### config.mk
export PLATFORM = sky130hd
export DESIGN_NAME = mem_bus_arbiter
export DESIGN_NICKNAME = d
export VERILOG_FILES = /design/src/rtl/arb_pkg.sv /design/src/rtl/bus_watchdog.sv /design/src/rtl/mem_bus_arbiter.sv
export SDC_FILE = /design/constraint.sdc
export NUM_CORES = 1
export LEC_CHECK = 0
export BUFFER_PORTS_ARGS = -buffer_cell sky130_fd_sc_hd__buf_2
export CAP_MARGIN = 20
export CORE_UTILIZATION = 49
export DETAILED_ROUTE_END_ITERATION = 10
export GPL_ROUTABILITY_DRIVEN = 0
export PLACE_DENSITY_LB_ADDON = 0.05
export SYNTH_ARGS = -nofsm -noshare
export SYNTH_HDL_FRONTEND = slang
export SYNTH_SLANG_ARGS = --single-unit
### constraint.sdc
create_clock -name iCLK -period 3.2 [get_ports iCLK]
set_clock_uncertainty 0.1 [all_clocks]
set_input_delay 0.64 -clock iCLK [delete_from_list [all_inputs] [get_ports iCLK]]
set_output_delay 0.64 -clock iCLK [all_outputs]
set_load 0.02 [all_outputs]
### src/rtl/arb_pkg.sv
`default_nettype none
// ============================================================================
// arb_pkg : shared types and constants for the memory bus arbiter
// Revision: 1.0 - initial release
// ============================================================================
package arb_pkg;

  typedef enum logic [1:0] {
    IDLE   = 2'd0,
    BUSY_I = 2'd1,
    BUSY_D = 2'd2
  } arbState_t;

  // Round-robin pointer values: the owner favoured on the next tie
  localparam logic OWNER_I = 1'b0;
  localparam logic OWNER_D = 1'b1;

  localparam int ERR_DATA = 0;

endpackage
`default_nettype wire

### src/rtl/bus_watchdog.sv
`default_nettype none
// ============================================================================
// bus_watchdog : per-transaction cycle counter, flags expiry on the TIMEOUT-th cycle
// Revision: 1.0 - initial release
// ============================================================================
module bus_watchdog
  import arb_pkg::*;
#(
  parameter int TIMEOUT = 255
) (
  input  logic iCLK,
  input  logic iRST,
  input  logic iClr,
  input  logic iEn,
  output logic oExpire
);

  localparam int CNT_W = $clog2(TIMEOUT + 1);
  localparam logic [CNT_W-1:0] c_last = CNT_W'(TIMEOUT - 1);
  localparam logic [CNT_W-1:0] c_max  = CNT_W'(TIMEOUT);

  logic [CNT_W-1:0] r_count;

  always_ff @(posedge iCLK) begin
    if (!iRST || iClr) begin
      r_count <= '0;
    end else if (iEn && (r_count != c_max)) begin
      r_count <= r_count + CNT_W'(1);
    end
  end

  // The count holds cycles already elapsed, so the edge ending the TIMEOUT-th cycle expires
  assign oExpire = iEn && (r_count == c_last);

endmodule
`default_nettype wire

### src/rtl/mem_bus_arbiter.sv
`default_nettype none
// ============================================================================
// mem_bus_arbiter : round-robin sharing of one memory port between fetch and data buses
// Revision: 1.0 - initial release
// ============================================================================
module mem_bus_arbiter
  import arb_pkg::*;
#(
  parameter int ADDR_W     = 32,
  parameter int DATA_W     = 32,
  parameter int TIMEOUT    = 255,
  parameter int DATA_FIRST = 1
) (
  input  logic              iCLK,
  input  logic              iRST,
  input  logic              iIReq,
  input  logic [ADDR_W-1:0] iIAddr,
  output logic              oIValid,
  output logic [DATA_W-1:0] oIData,
  input  logic              iDReq,
  input  logic              iDWe,
  input  logic [3:0]        iDBe,
  input  logic [ADDR_W-1:0] iDAddr,
  input  logic [DATA_W-1:0] iDWData,
  output logic              oDValid,
  output logic [DATA_W-1:0] oDData,
  output logic              oMReq,
  output logic              oMWe,
  output logic [3:0]        oMBe,
  output logic [ADDR_W-1:0] oMAddr,
  output logic [DATA_W-1:0] oMWData,
  input  logic              iMAck,
  input  logic [DATA_W-1:0] iMRData,
  output logic              oErr
);

  localparam logic [DATA_W-1:0] c_errData = DATA_W'(ERR_DATA);
  localparam logic              c_ptrInit = (DATA_FIRST != 0) ? OWNER_D : OWNER_I;

  arbState_t         r_state, w_stateNext;
  logic              r_ptr, w_ptrNext;
  logic              w_mReqNext, w_mWeNext, w_iValidNext, w_dValidNext, w_errNext;
  logic [3:0]        w_mBeNext;
  logic [ADDR_W-1:0] w_mAddrNext;
  logic [DATA_W-1:0] w_mWDataNext, w_iDataNext, w_dDataNext;
  logic              w_iElig, w_dElig, w_grantI, w_grantD, w_busy, w_expire;

  // A requester still holding its request during its own valid pulse is masked
  assign w_iElig  = iIReq && !oIValid;
  assign w_dElig  = iDReq && !oDValid;
  assign w_grantD = w_dElig && (!w_iElig || (r_ptr == OWNER_D));
  assign w_grantI = w_iElig && !w_grantD;
  assign w_busy   = (r_state != IDLE);

  bus_watchdog #(
    .TIMEOUT (TIMEOUT)
  ) uWatchdog (
    .iCLK    (iCLK),
    .iRST    (iRST),
    .iClr    (!w_busy),
    .iEn     (w_busy),
    .oExpire (w_expire)
  );

  always_comb begin
    w_stateNext  = r_state;
    w_ptrNext    = r_ptr;
    w_mReqNext   = oMReq;
    w_mWeNext    = oMWe;
    w_mBeNext    = oMBe;
    w_mAddrNext  = oMAddr;
    w_mWDataNext = oMWData;
    w_iValidNext = 1'b0;
    w_dValidNext = 1'b0;
    w_errNext    = 1'b0;
    w_iDataNext  = oIData;
    w_dDataNext  = oDData;
    case (r_state)
      IDLE: begin
        if (w_grantD) begin
          w_stateNext  = BUSY_D;
          w_ptrNext    = OWNER_I;
          w_mReqNext   = 1'b1;
          w_mWeNext    = iDWe;
          w_mBeNext    = iDBe;
          w_mAddrNext  = iDAddr;
          w_mWDataNext = iDWData;
        end else if (w_grantI) begin
          w_stateNext  = BUSY_I;
          w_ptrNext    = OWNER_D;
          w_mReqNext   = 1'b1;
          w_mWeNext    = 1'b0;
          w_mBeNext    = 4'b1111;
          w_mAddrNext  = iIAddr;
          w_mWDataNext = '0;
        end
      end
      BUSY_I, BUSY_D: begin
        // Ack is checked first so an ack on the expiry edge still returns data
        if (iMAck || w_expire) begin
          w_stateNext = IDLE;
          w_mReqNext  = 1'b0;
          w_errNext   = !iMAck;
          if (r_state == BUSY_I) begin
            w_iValidNext = 1'b1;
            w_iDataNext  = iMAck ? iMRData : c_errData;
          end else begin
            w_dValidNext = 1'b1;
            w_dDataNext  = (iMAck && !oMWe) ? iMRData : c_errData;
          end
        end
      end
      default: w_stateNext = IDLE;
    endcase
  end

  always_ff @(posedge iCLK) begin
    if (!iRST) begin
      r_state <= IDLE;
      r_ptr   <= c_ptrInit;
      oMReq   <= 1'b0;
      oMWe    <= 1'b0;
      oMBe    <= '0;
      oMAddr  <= '0;
      oMWData <= '0;
      oIValid <= 1'b0;
      oDValid <= 1'b0;
      oErr    <= 1'b0;
      oIData  <= '0;
      oDData  <= '0;
    end else begin
      r_state <= w_stateNext;
      r_ptr   <= w_ptrNext;
      oMReq   <= w_mReqNext;
      oMWe    <= w_mWeNext;
      oMBe    <= w_mBeNext;
      oMAddr  <= w_mAddrNext;
      oMWData <= w_mWDataNext;
      oIValid <= w_iValidNext;
      oDValid <= w_dValidNext;
      oErr    <= w_errNext;
      oIData  <= w_iDataNext;
      oDData  <= w_dDataNext;
    end
  end

endmodule
`default_nettype wire

==> out/results.txt, run 1 <==
The sum of routed wire length over all layers was 16100 um. The clock net in this run drives a total of 148 sinks. Counting tap cells, the placed design contains a total of 941 instances.

The most frequently used flop master after synthesis was dfxtp_1. The HPWL after detailed placement is 11100 um. The library cell used most frequently in the layout, excluding fill and tap cells, is buf_2. The sequential fraction of the synthesis area was 0.530.

The tools report the type of element launching the critical path as a flip-flop. The run gives 4941 as the via count of the first global-routing pass. STA classifies the critical path endpoint as a flip-flop. In this run the worst hold path is classified as in -> reg.

The parity-gate share of the synthesized area counting xor and xnor cells was 0.00314. Fraction of synthesized cell area taken by the top area cell type: 0.530. The complex-gate fraction of the synthesized area was 0.325. From left edge to right edge, the die measures 109 um. The maximum clock rate came out at 0.437 GHz.

Fraction of layout cells with a size suffix above 1: 0.386. The global routing usage summed across all routing layers is 0.264. TritonCTS built the clock tree.

The run gives 0 as the final hold violation count. For the max capacitance violation total, the log shows 0. The starting density of the core was 0.509; the post-CTS setup buffer count was 0. The detailed router used layers up to and including met4.

After synthesis, the largest family of logic cells by area is compound AO/OA/AOI/OAI gates. Yosys mapped a number of flops with a built-in enable equal to 0. The time the final worst path needs with I/O delays and setup is 2.29 ns, and the sum of overflow across all layers after global routing is 0.

The critical path goes through inv_1 -> ha_1 -> a21boi_2 -> nor2_4 -> buf_4 -> a22o_1. At the later pin of the worst-skew pair, clock insertion delay measures 0.41 ns. Critical path depth in cells: 6. The via count came out at 5420.

The worst-case headroom to the max-slew limit came out at 0.536. Setup repair after global routing left no endpoint under its margin. The floorplan step defined a die boundary enclosing 0.0118 sq mm. After detailed routing, the met3 layer carries 1330 um of wire. The cell area that synthesis handed to floorplanning was 0.00559 sq mm. During I/O placement, the number of pins put on the boundary was 275. The root buffer cell chosen for the clock tree is clkbuf_16.

The floorplan has 38 rows. The number of antenna violations at the first check in global routing came out at 0. The count of cells in the finished layout, fillers not included, comes to 972. In the layout the commonest cells are buf_2, dfxtp_1, nand2_1, a22o_1.

Setup violations remaining at the end of the flow were counted as 0. The share of the clock period used by the worst path after layout came out at 0.715. Family of cells with the greatest summed delay on the critical path: buffers and inverters.

Placeable core area: 0.0110 sq mm. Synthesis produced a netlist with a net count of 706. In this run the worst path has a maximum fanout of 42. The number of clock buffers added by TritonCTS is 17. Remaining routing DRC violations: 0.

The count of routing violations after the opening detailed-route iteration is 365, and the peak ir drop on the vdd network is 0.475 mV. Adder and majority gate portion of the synthesized area: 0.00896. After clock tree synthesis, the clock-pin slew on the worst setup and hold paths is 0.06 ns.

The class of the most critical setup path was reg -> reg. In this run the static leakage power is 0.00370 uW. In this run, synthesis produced a sequential element count of 148.

In this design, the stage delay of the slowest critical-path cell is 0.49 ns. The number of pins exceeding their max-slew limit in the final report is 0. The average wire per standard cell came out at 16.6 um. STA puts the critical path data required time at 3.45 ns. The H-tree was split into 4 levels. Buffers placed on the I/O ports in this run total 274. The diode insertion count for antenna repair is 0, and the mux cell area share after synthesis is 0.

For this design the ratio of total power to cell area is 651 mW/mm^2. By area the synthesized netlist is led by dfxtp_1, a22o_1, a311oi_1. The number of instances on the worst hold path works out to 2. The critical path buffer and inverter count is 2, and the total of hold buffers inserted after clock tree synthesis is 0. Relative to the synthesized area, the layout overhead comes to 36.6%.

The worst setup slack for register-to-register paths was 0.91 ns; the number of cells produced by synthesis was 564. Detailed routing placed a total of 7970 um of wire on met2. Share of synthesized registers carrying an async set or reset: 0.

The flow ran to the end, and the final reports show no timing, DRC or antenna violations. Measured in cells, the most critical reg-to-reg path has a length of 6. The largest net degree at the start of global routing was 65; the setup TNS was 0 ns.

The die height was 109 um. The wire length the detailed router placed on met1 is 6480 um, and the via count normalized by instance count is 5.58. The worst-margin pin slew came out at 0.695 ns. Post-CTS repair changed the size of 0 cells. The average instance area after synthesis was 9.91 sq um. In this run the deepest clock path goes through 2 buffers. The pre-antenna-repair detailed-routing pass consisted of 4 iterations. The number of synthesis warnings was 0; the post-synthesis share of cell area spent on and, or, nand and nor gates was 0.0900. The first global-routing pass estimated 24000 um of wire.

The dominant cell type by area after synthesis is dfxtp_1. For the worst setup path, the data arrival time is 2.54 ns. In this run the remaining antenna-violating nets after routing total 0. In the final design database the tool counted 963 nets. The cell with the biggest individual delay on the critical path is buf_4.

The count of cell types in the netlist came out at 44.
## registers in the layout, indices dropped and copies added, names as in the netlist
name and count:
oDData 32, oDValid 1, oErr 1, oIData 32, oIValid 1, oMAddr 32
oMBe 4, oMReq 1, oMWData 32, oMWe 1, r_ptr 1, r_state 2
uWatchdog.r_count 8
## routing by layer
metal  vias to the layer above  track usage
li1                       2606            -
met1                      2575        0.302
met2                       212        0.441
met3                        27       0.0891
met4                         0        0.125
met5                         -            0
## cell type report
cell class | instances | area, sq um
Inverter | 5 | 18.8
Multi-Input combinational cell | 363 | 2420
Tap cell | 140 | 175
Clock inverter | 4 | 70.1
Clock buffer | 26 | 509
Timing Repair Buffer | 286 | 1470
Sequential cell | 148 | 2960
Fill cell | 877 | 3350
## synth_stat cells, types with 3 or more instances
| cell type | count |
|---|---|
| nand2b_1 | 4 |
| and3_1 | 5 |
| nor3_1 | 3 |
| nor2_1 | 9 |
| a21boi_1 | 10 |
| a31oi_1 | 3 |
| a21boi_0 | 20 |
| a21oi_1 | 36 |
| ha_1 | 4 |
| inv_1 | 4 |
| o21ai_0 | 36 |
| a22o_1 | 65 |
| nand2_1 | 70 |
| a311oi_1 | 32 |
| clkbuf_1 | 27 |
| nand4_1 | 3 |
| dfxtp_1 | 148 |
| a21o_1 | 33 |
| buf_2 | 18 |
| o22ai_1 | 4 |
## metrics by stage
stage | hold WS (ns) | power [uW] | util | setup WS [ns] | cell area (sq um)
2_1_floorplan | 0.357 | 2690 | - | 1.28 | 5590
3_3_place_gp | 0.328 | 3030 | 0.640 | 0.842 | 7030
3_5_place_dp | 0.334 | 3050 | 0.640 | 0.737 | 7030
4_1_cts | 0.318 | 4990 | 0.693 | 0.903 | 7610
5_1_grt | 0.328 | 5170 | 0.695 | 0.732 | 7630
6_report | 0.338 | 4960 | 0.695 | 0.911 | 7630
## kinds of logic after synthesis
logic type / count (synthesis)
buffers and inverters: 53
AOI/OAI and AO/OA: 248
xor gates and xnor gates: 2
adders and majority gates: 4
and+or+nand+nor: 109
DFF: 148
## path summary, 6_finish.rpt
kind / from / end
hold / removal: iDWData[14] / oMWData[14]
hold reg to reg: oMAddr[24] / oMAddr[24]
setup / recovery: r_state[0] / oMWData[23]
setup reg to reg: r_state[0] / oMWData[23]
## worst reg2reg max path, cell delays in order, from the launching register on
cell,delay [ns]
dfxtp_1,0.35
inv_1,0.05
ha_1,0.29
a21boi_2,0.25
nor2_4,0.44
buf_4,0.49
a22o_1,0.24
## where the power goes
group	switching [uW]	total (uW)	leakage [uW]	internal [uW]
combinational	579	933	0.00221	355
sequential	81.9	2090	0.00121	2010
clock	701	1940	0.000286	1240
(Power assumes the default switching activity.)
==> inputs of run 2 (changes only) <==
Settings changed: CORE_UTILIZATION 49 to 46.
Clock period 3.2 ns to 2.39 ns, I/O delays scaled along.
==> run 2 against run 1 <==
- the flow now finishes with violations (DRC)
- design area up 0.71%
- first-iteration DRC count down 13%
- count of clock-buffer cells in the layout down 2
- sequential cell count unchanged
- combinational power up 36%
- global-route usage down 0.68 points
==> out/results.txt, run 2 (synthesized netlist as in run 1, its figures left out) <==
The run finished, with violations left. The final reports fail on DRC. The run gives 0.41 ns (about the same) as the later-pin clock latency in the skew report. The worst setup path is launched from a flip-flop. The detailed-routing iteration count for the pre-antenna-repair pass was 8 (+4); the maximum buffer depth of the clock tree was 2 (unchanged).

The starting density of the core is 0.481 (-0.0276), and the number of filler cells placed in the layout is 980 (+12%). The switching share of total power was 0.281 (+0.00722); the required time of the worst setup path was 2.59 ns (-0.86 ns). For the die outline area, the log shows 0.0126 sq mm (+6.4%). Number of instances on the worst hold path: 2 (unchanged).

The run gives 4770 uW (+32%) as the design internal power. The quantity of I/O buffers inserted on ports came out at 274 (unchanged). The worst setup path is captured at a flip-flop. Among cell families on the critical path, the largest total delay comes from compound AO/OA/AOI/OAI gates. The static leakage power was 0.00372 uW (+0.43%). Most frequent standard cell in the layout excluding fill and tap cells: buf_2. The max capacitance violation total is 0 (unchanged), and the count of final setup violators is 0 (unchanged).

The logs give 965 (+0.21%) for the number of nets in the layout and 20 (+20) for the remaining routing DRC violations. The via count is 5371 (-0.90%). The sum of overflow across all layers after global routing was 0 (unchanged); the number of standard cells in the layout, taps in and fillers out was 979 (+0.72%). Terminus of the critical flop-to-flop path: r_state[0]. The worst hold path belongs to the class in -> reg.

The tools report the half-perimeter wire length after detailed placement as 11600 um (+4.0%). The final hold violation count came out at 0 (unchanged). The tools report the start point of the worst min-delay path as iDWData[8]. The tools report the part of the total power dissipated in the clock network as 0.387 (-0.004). The global routing usage summed across all routing layers is 0.257 (-0.00678).

The number of sinks handled by clock tree synthesis was 148 (unchanged); the via count of the first global-routing pass was 5208 (+5.4%). The critical path in this run is classified as reg -> reg. The maximum clock rate is 0.473 GHz (+8.2%). Average wire per standard cell: 16.7 um (+0.36%). The tools report the switching power of the nets as 1870 uW (+37%). Clock-pin slew reported for the worst setup and hold paths after clock tree synthesis: 0.06 ns (about the same). The startpoint identified for the worst register-to-register timing path is r_state[0]. The synthesis-to-finish area growth came out at 37.5%.

The remaining antenna violation count was 0 (unchanged); the count of H-tree levels built during CTS was 4 (unchanged). The combinational share of power is 0.192 (+0.004). The tightest hold margin was 0.181 ns (-0.156 ns); the width of the die was 112 um (+3.2%). The fraction of layout cells with a size suffix above 1 was 0.392 (+0.00653). The number of pins exceeding their max-slew limit in the final report came out at 0 (unchanged).

For the setup TNS, the log shows 0 ns (unchanged). The tools report the total CTS buffers as 17 (unchanged). The signal on the critical path passes through inv_1 -> ha_1 -> nand4b_1 -> o21ba_2 -> a21o_1 -> a32o_1. The diode insertion count for antenna repair is 0 (unchanged).

For this design, the slowest cell found on the critical path is o21ba_2. The number of instances in the placed design is 947 (+0.64%), and the maximum net fanout on the critical path is 35 (-17%). The number of cell rows came out at 39 (+2.6%). Clock tree synthesis selected as its root buffer the cell clkbuf_16.

The worst-margin pin slew is 0.645 ns (-0.0506 ns), and the placeable core area is 0.0116 sq mm (+5.7%). The worst-case reg-to-reg path depth was 6 (unchanged); the proportion of power drawn by flip-flops and latches was 0.421 (about the same). The share of the clock period used by the worst path after layout came out at 0.885 (+0.170). The post-CTS setup buffer count came out at 0 (unchanged).

The worst-case headroom to the max-slew limit came out at 0.570 (+0.0338). For the number of antenna violations at the first check in global routing, the log shows 0 (unchanged). Setup repair after global routing left no endpoint under its margin. The logs give 25700 um (+6.8%) for the wire length of the first global-routing pass and 0.27 ns (-0.64 ns) for the worst setup slack for register-to-register paths. For the total of hold buffers inserted after clock tree synthesis, the log shows 0 (unchanged). The total power per unit cell area was 864 mW/mm^2 (+33%); the time the final worst path needs with I/O delays and setup was 2.12 ns (-0.173 ns). TritonCTS built the clock tree. Sum of routed wire length over all layers: 16300 um (+1.1%). The via count normalized by instance count works out to 5.49 (-1.6%).

The peak ir drop on the vdd network is 0.456 mV (-3.9%). The worst hold endpoint was oMWData[8]. In the layout the commonest cells are buf_2, dfxtp_1, nand2_1, a22o_1.

The die height was 112 um (+3.2%). The logs give 2.32 ns (-0.22 ns) for the arrival time of the worst setup path and 319 (-13%) for the count of routing violations after the opening detailed-route iteration. The tools report the largest net degree at the start of global routing as 66 (+1.5%).

The critical path buffer and inverter count was 1 (-1); the count of instances resized after the clock tree is built was 0 (unchanged). For the number of I/O pins, the log shows 275 (unchanged). The peak per-stage delay on the critical path works out to 0.43 ns (-0.06 ns).
## run 2: worst max path at each step
stage	depth (start not counted)	to	start
after floorplan	6	oIData[0]	r_state[0]
after global placement	5	oMWData[13]	iRST
after detailed placement	5	oMWData[22]	iRST
after CTS	6	r_state[1]	r_state[0]
after global routing	6	oDData[16]	r_state[1]
final	6	r_state[0]	r_state[0]
## run 2: power by group through the flow
stage	combinational, uW	clock, uW	sequential, uW
after global placement	1250	0	2840
after CTS	1280	2620	2800
final	1270	2570	2800
after floorplan	507	0	3100
after global routing	1370	2740	2820
after detailed placement	1280	0	2850
## run 2: per-stage QoR
step	total power [uW]	setup WS, ns	cell area, sq um	util
after floorplan	3600	0.605	5590	-
after global placement	4090	0.304	7100	0.611
after detailed placement	4120	0.271	7100	0.611
after CTS	6700	0.269	7680	0.661
after global routing	6940	0.133	7680	0.661
final	6640	0.274	7680	0.661
## run 2: cell type report
class,count,area [sq um],share of cell area
Multi-Input combinational cell,363,2420,0.315
Clock buffer,24,512,0.0666
Inverter,5,18.8,0.00244
Tap cell,143,179,0.0233
Clock inverter,8,72.6,0.00945
Sequential cell,148,2960,0.386
Timing Repair Buffer,288,1510,0.197
## run 2: metal layers
metal	up-vias	track usage	routed length, um
met2	220	0.445	8010
met3	29	0.0778	1260
met5	-	0	0
li1	2619	-	-
met4	0	0.116	454
met1	2503	0.292	6600
==> inputs of run 3 (changes only) <==
Settings changed: CORE_MARGIN set to 2, MAX_ROUTING_LAYER set to met4, SLEW_MARGIN set to 20.
==> run 3 against run 2 <==
- the run now ends clean
- non-clock buffer count rose by 4
- maximum frequency fell by 2.5%
- sequential share of layout area barely moved
- utilization fell by 1.6 points
- worst setup slack got worse by 0.053 ns
- critical path depth rose by 1
- design area barely moved
- power fell by 2.1%
- via count rose by 1.1%
- worst hold slack got worse by 0.0065 ns
- register-to-register slack got worse by 0.05 ns
- sequential cell count did not move
- largest cell class unchanged
==> out/results.txt, run 3 (synthesized netlist as in run 1, its figures left out) <==
The flow ran to the end, and the final reports show no timing, DRC or antenna violations. Sum of routed wire length over all layers: 16700 um (+2.2%). The worst setup path is captured at a flip-flop. The share of the clock period used by the worst path after layout was 0.908 (+0.0223).

For the remaining routing DRC violations, the log shows 0 (-100%). The via count of the first global-routing pass was 5094 (-2.2%); the width of the die was 114 um (+1.8%). The instance area at placement was 0.00715 sq mm (+0.67%). The critical path goes through inv_1 -> ha_1 -> nand2_1 -> nor3b_4 -> buf_12 -> a22o_1 -> a21o_1.

The logs give 0 (unchanged) for the max capacitance violation total and 5431 (+1.1%) for the via count. The starting density of the core is 0.469 (-0.0120). The time the final worst path needs with I/O delays and setup was 2.17 ns (+0.0534 ns). The die height is 114 um (+1.8%), and the number of sinks handled by clock tree synthesis is 148 (unchanged). The logs give 0 (unchanged) for the post-CTS setup buffer count and 2.43 ns (+0.11 ns) for the arrival time of the worst setup path.

The tools report the later-pin clock latency in the skew report as 0.41 ns (about the same). The maximum buffer depth of the clock tree was 2 (unchanged); the total CTS buffers was 17 (unchanged). The required time of the worst setup path is 2.65 ns (+0.06 ns), and the peak per-stage delay on the critical path is 0.66 ns (+0.23 ns).

Family of cells with the greatest summed delay on the critical path: simple AND/OR/NAND/NOR gates. The setup TNS is 0 ns (unchanged). The cell area after layout was 0.00768 sq mm (about the same); the number of cell rows was 40 (+2.6%). The run gives 0.00372 uW (about the same) as the static leakage power.

The number of instances on the worst hold path works out to 2 (unchanged). Setup repair after global routing left no endpoint under its margin. Worst-case reg-to-reg path depth: 7 (+1). The tools report the tightest hold margin as 0.175 ns (-0.00648 ns). The worst register-to-register path begins at r_state[1].

Library cell used as clock root buffer: clkbuf_16. The count of H-tree levels built during CTS came out at 4 (unchanged). The number of filler cells placed in the layout came out at 1046 (+6.7%). Largest net degree at the start of global routing: 53 (-20%).

The final hold violation count is 0 (unchanged). The number of I/O pins was 275 (unchanged); the worst setup slack for register-to-register paths was 0.22 ns (-0.05 ns). The tools report the count of instances resized after the clock tree is built as 0 (unchanged). The count of routing violations after the opening detailed-route iteration is 271 (-15%), and the total of hold buffers inserted after clock tree synthesis is 0 (unchanged). The number of pins exceeding their max-slew limit in the final report came out at 0 (unchanged). The critical path buffer and inverter count is 2 (+1). Cell with the biggest individual delay on the critical path: nor3b_4. The detailed-routing iteration count for the pre-antenna-repair pass was 4 (-4); the fraction of layout cells with a size suffix above 1 was 0.391 (-0.00140). The worst min-delay path class is in -> reg. Worst-case headroom to the max-slew limit: 0.405 (-0.165). Clock-pin slew reported for the worst setup and hold paths after clock tree synthesis: 0.06 ns (about the same). The total power per unit cell area is 846 mW/mm^2 (-2.1%). The tools report the terminus of the critical flop-to-flop path as oMAddr[28]. The quantity of I/O buffers inserted on ports is 274 (unchanged), and the diode insertion count for antenna repair is 0 (unchanged). The peak ir drop on the vdd network came out at 0.507 mV (+11%).

The tools report the beginning of the critical path as r_state[1]. The via count normalized by instance count was 5.51 (+0.40%). Class of the most critical setup path: reg -> reg.

The number of antenna violations at the first check in global routing was 0 (unchanged). TritonCTS built the clock tree. The run gives 0.461 GHz (-2.5%) as the maximum clock rate.

The die outline area was 0.0130 sq mm (+3.6%). The library cells used most frequently in the layout, excluding fill and tap cells, are buf_2, dfxtp_1, nand2_1, a22o_1. For the global routing usage summed across all routing layers, the log shows 0.255 (-0.00156). The sum of overflow across all layers after global routing is 0 (unchanged), and the synthesis-to-finish area growth is 37.5% (about the same).

The run gives 0 (unchanged) as the remaining antenna violation count. The placeable core area was 0.0119 sq mm (+2.6%); the maximum net fanout on the critical path was 52 (+49%). The run gives 0.645 (-0.0164) as the share of the core filled with cells in the final layout. Type of element launching the critical path: a flip-flop.

For the count of final setup violators, the log shows 0 (unchanged). For the wire length of the first global-routing pass, the log shows 25400 um (-1.1%). The most frequent standard cell in the layout excluding fill and tap cells was buf_2. The start point of the worst min-delay path was iDWData[19]. Worst-margin pin slew: 0.891 ns (+0.246 ns). Worst hold endpoint: oMWData[19]. The number of nets in the layout was 970 (+0.52%).

The half-perimeter wire length after detailed placement is 11800 um (+1.6%), and the average wire per standard cell is 16.9 um (+1.5%).
-- run 3: cell count changes in the layout (fill, tap and decap cells not counted) --
cell and delta:
buf_4 +3, buf_12 +1, clkbuf_8 -1, clkbuf_1 +3, bufinv_16 -1, nor2_2 +1, clkinv_2 -1, clkinvlp_4 -2
-- run 3: layout make-up --
| cell class | instances | area [sq um] | area share |
|---|---|---|---|
| Multi-Input combinational cell | 364 | 2430 | 0.316 |
| Sequential cell | 148 | 2960 | 0.386 |
| Tap cell | 147 | 184 | 0.0239 |
| Clock buffer | 26 | 509 | 0.0663 |
| Timing Repair Buffer | 292 | 1560 | 0.203 |
| Clock inverter | 4 | 22.5 | 0.00293 |
| Inverter | 5 | 18.8 | 0.00244 |
-- run 3: worst register-to-register path: cells and delay by family (launching register included) --
family	cells	cell delay (ns)
flops	1	0.31
buf+inv	2	0.40
fa+ha+maj	1	0.20
simple gates	2	0.82
compound gates	2	0.29
-- run 3: power breakdown --
part / total (uW) / leakage [uW] / switching (uW) / internal, uW
registers: 2800 / 0.00121 / 112 / 2690
clock network: 2400 / 0.000262 / 951 / 1450
logic: 1300 / 0.00225 / 799 / 504
-- run 3: how the worst max path moves through the flow --
stage	to	slack, ns	cells past startpoint
6_report	oMAddr[28]	0.22	7
3_3_place_gp	oMWData[23]	0.13	6
5_1_grt	oMAddr[23]	0.05	7
2_1_floorplan	oIData[0]	0.60	6
3_5_place_dp	oMWData[6]	0.03	6
4_1_cts	oMWData[22]	0.09	6
-- run 3: through the flow --
step / std cells / setup slack (ns) / power, uW
3_3_place_gp: 955 / 0.127 / 4120
4_1_cts: 985 / 0.0915 / 6540
6_report: 986 / 0.221 / 6500
5_1_grt: 986 / 0.0515 / 6770
2_1_floorplan: 564 / 0.605 / 3600
3_5_place_dp: 955 / 0.0259 / 4150
-- run 3: layer usage --
metal	routed length, um	global-route usage	vias up	share of wire
met5	0	-	-	0
met4	286	0.0911	0	0.017
met3	1240	0.0757	25	0.074
met2	8330	0.438	199	0.50
met1	6810	0.282	2573	0.41
li1	-	-	2634	-
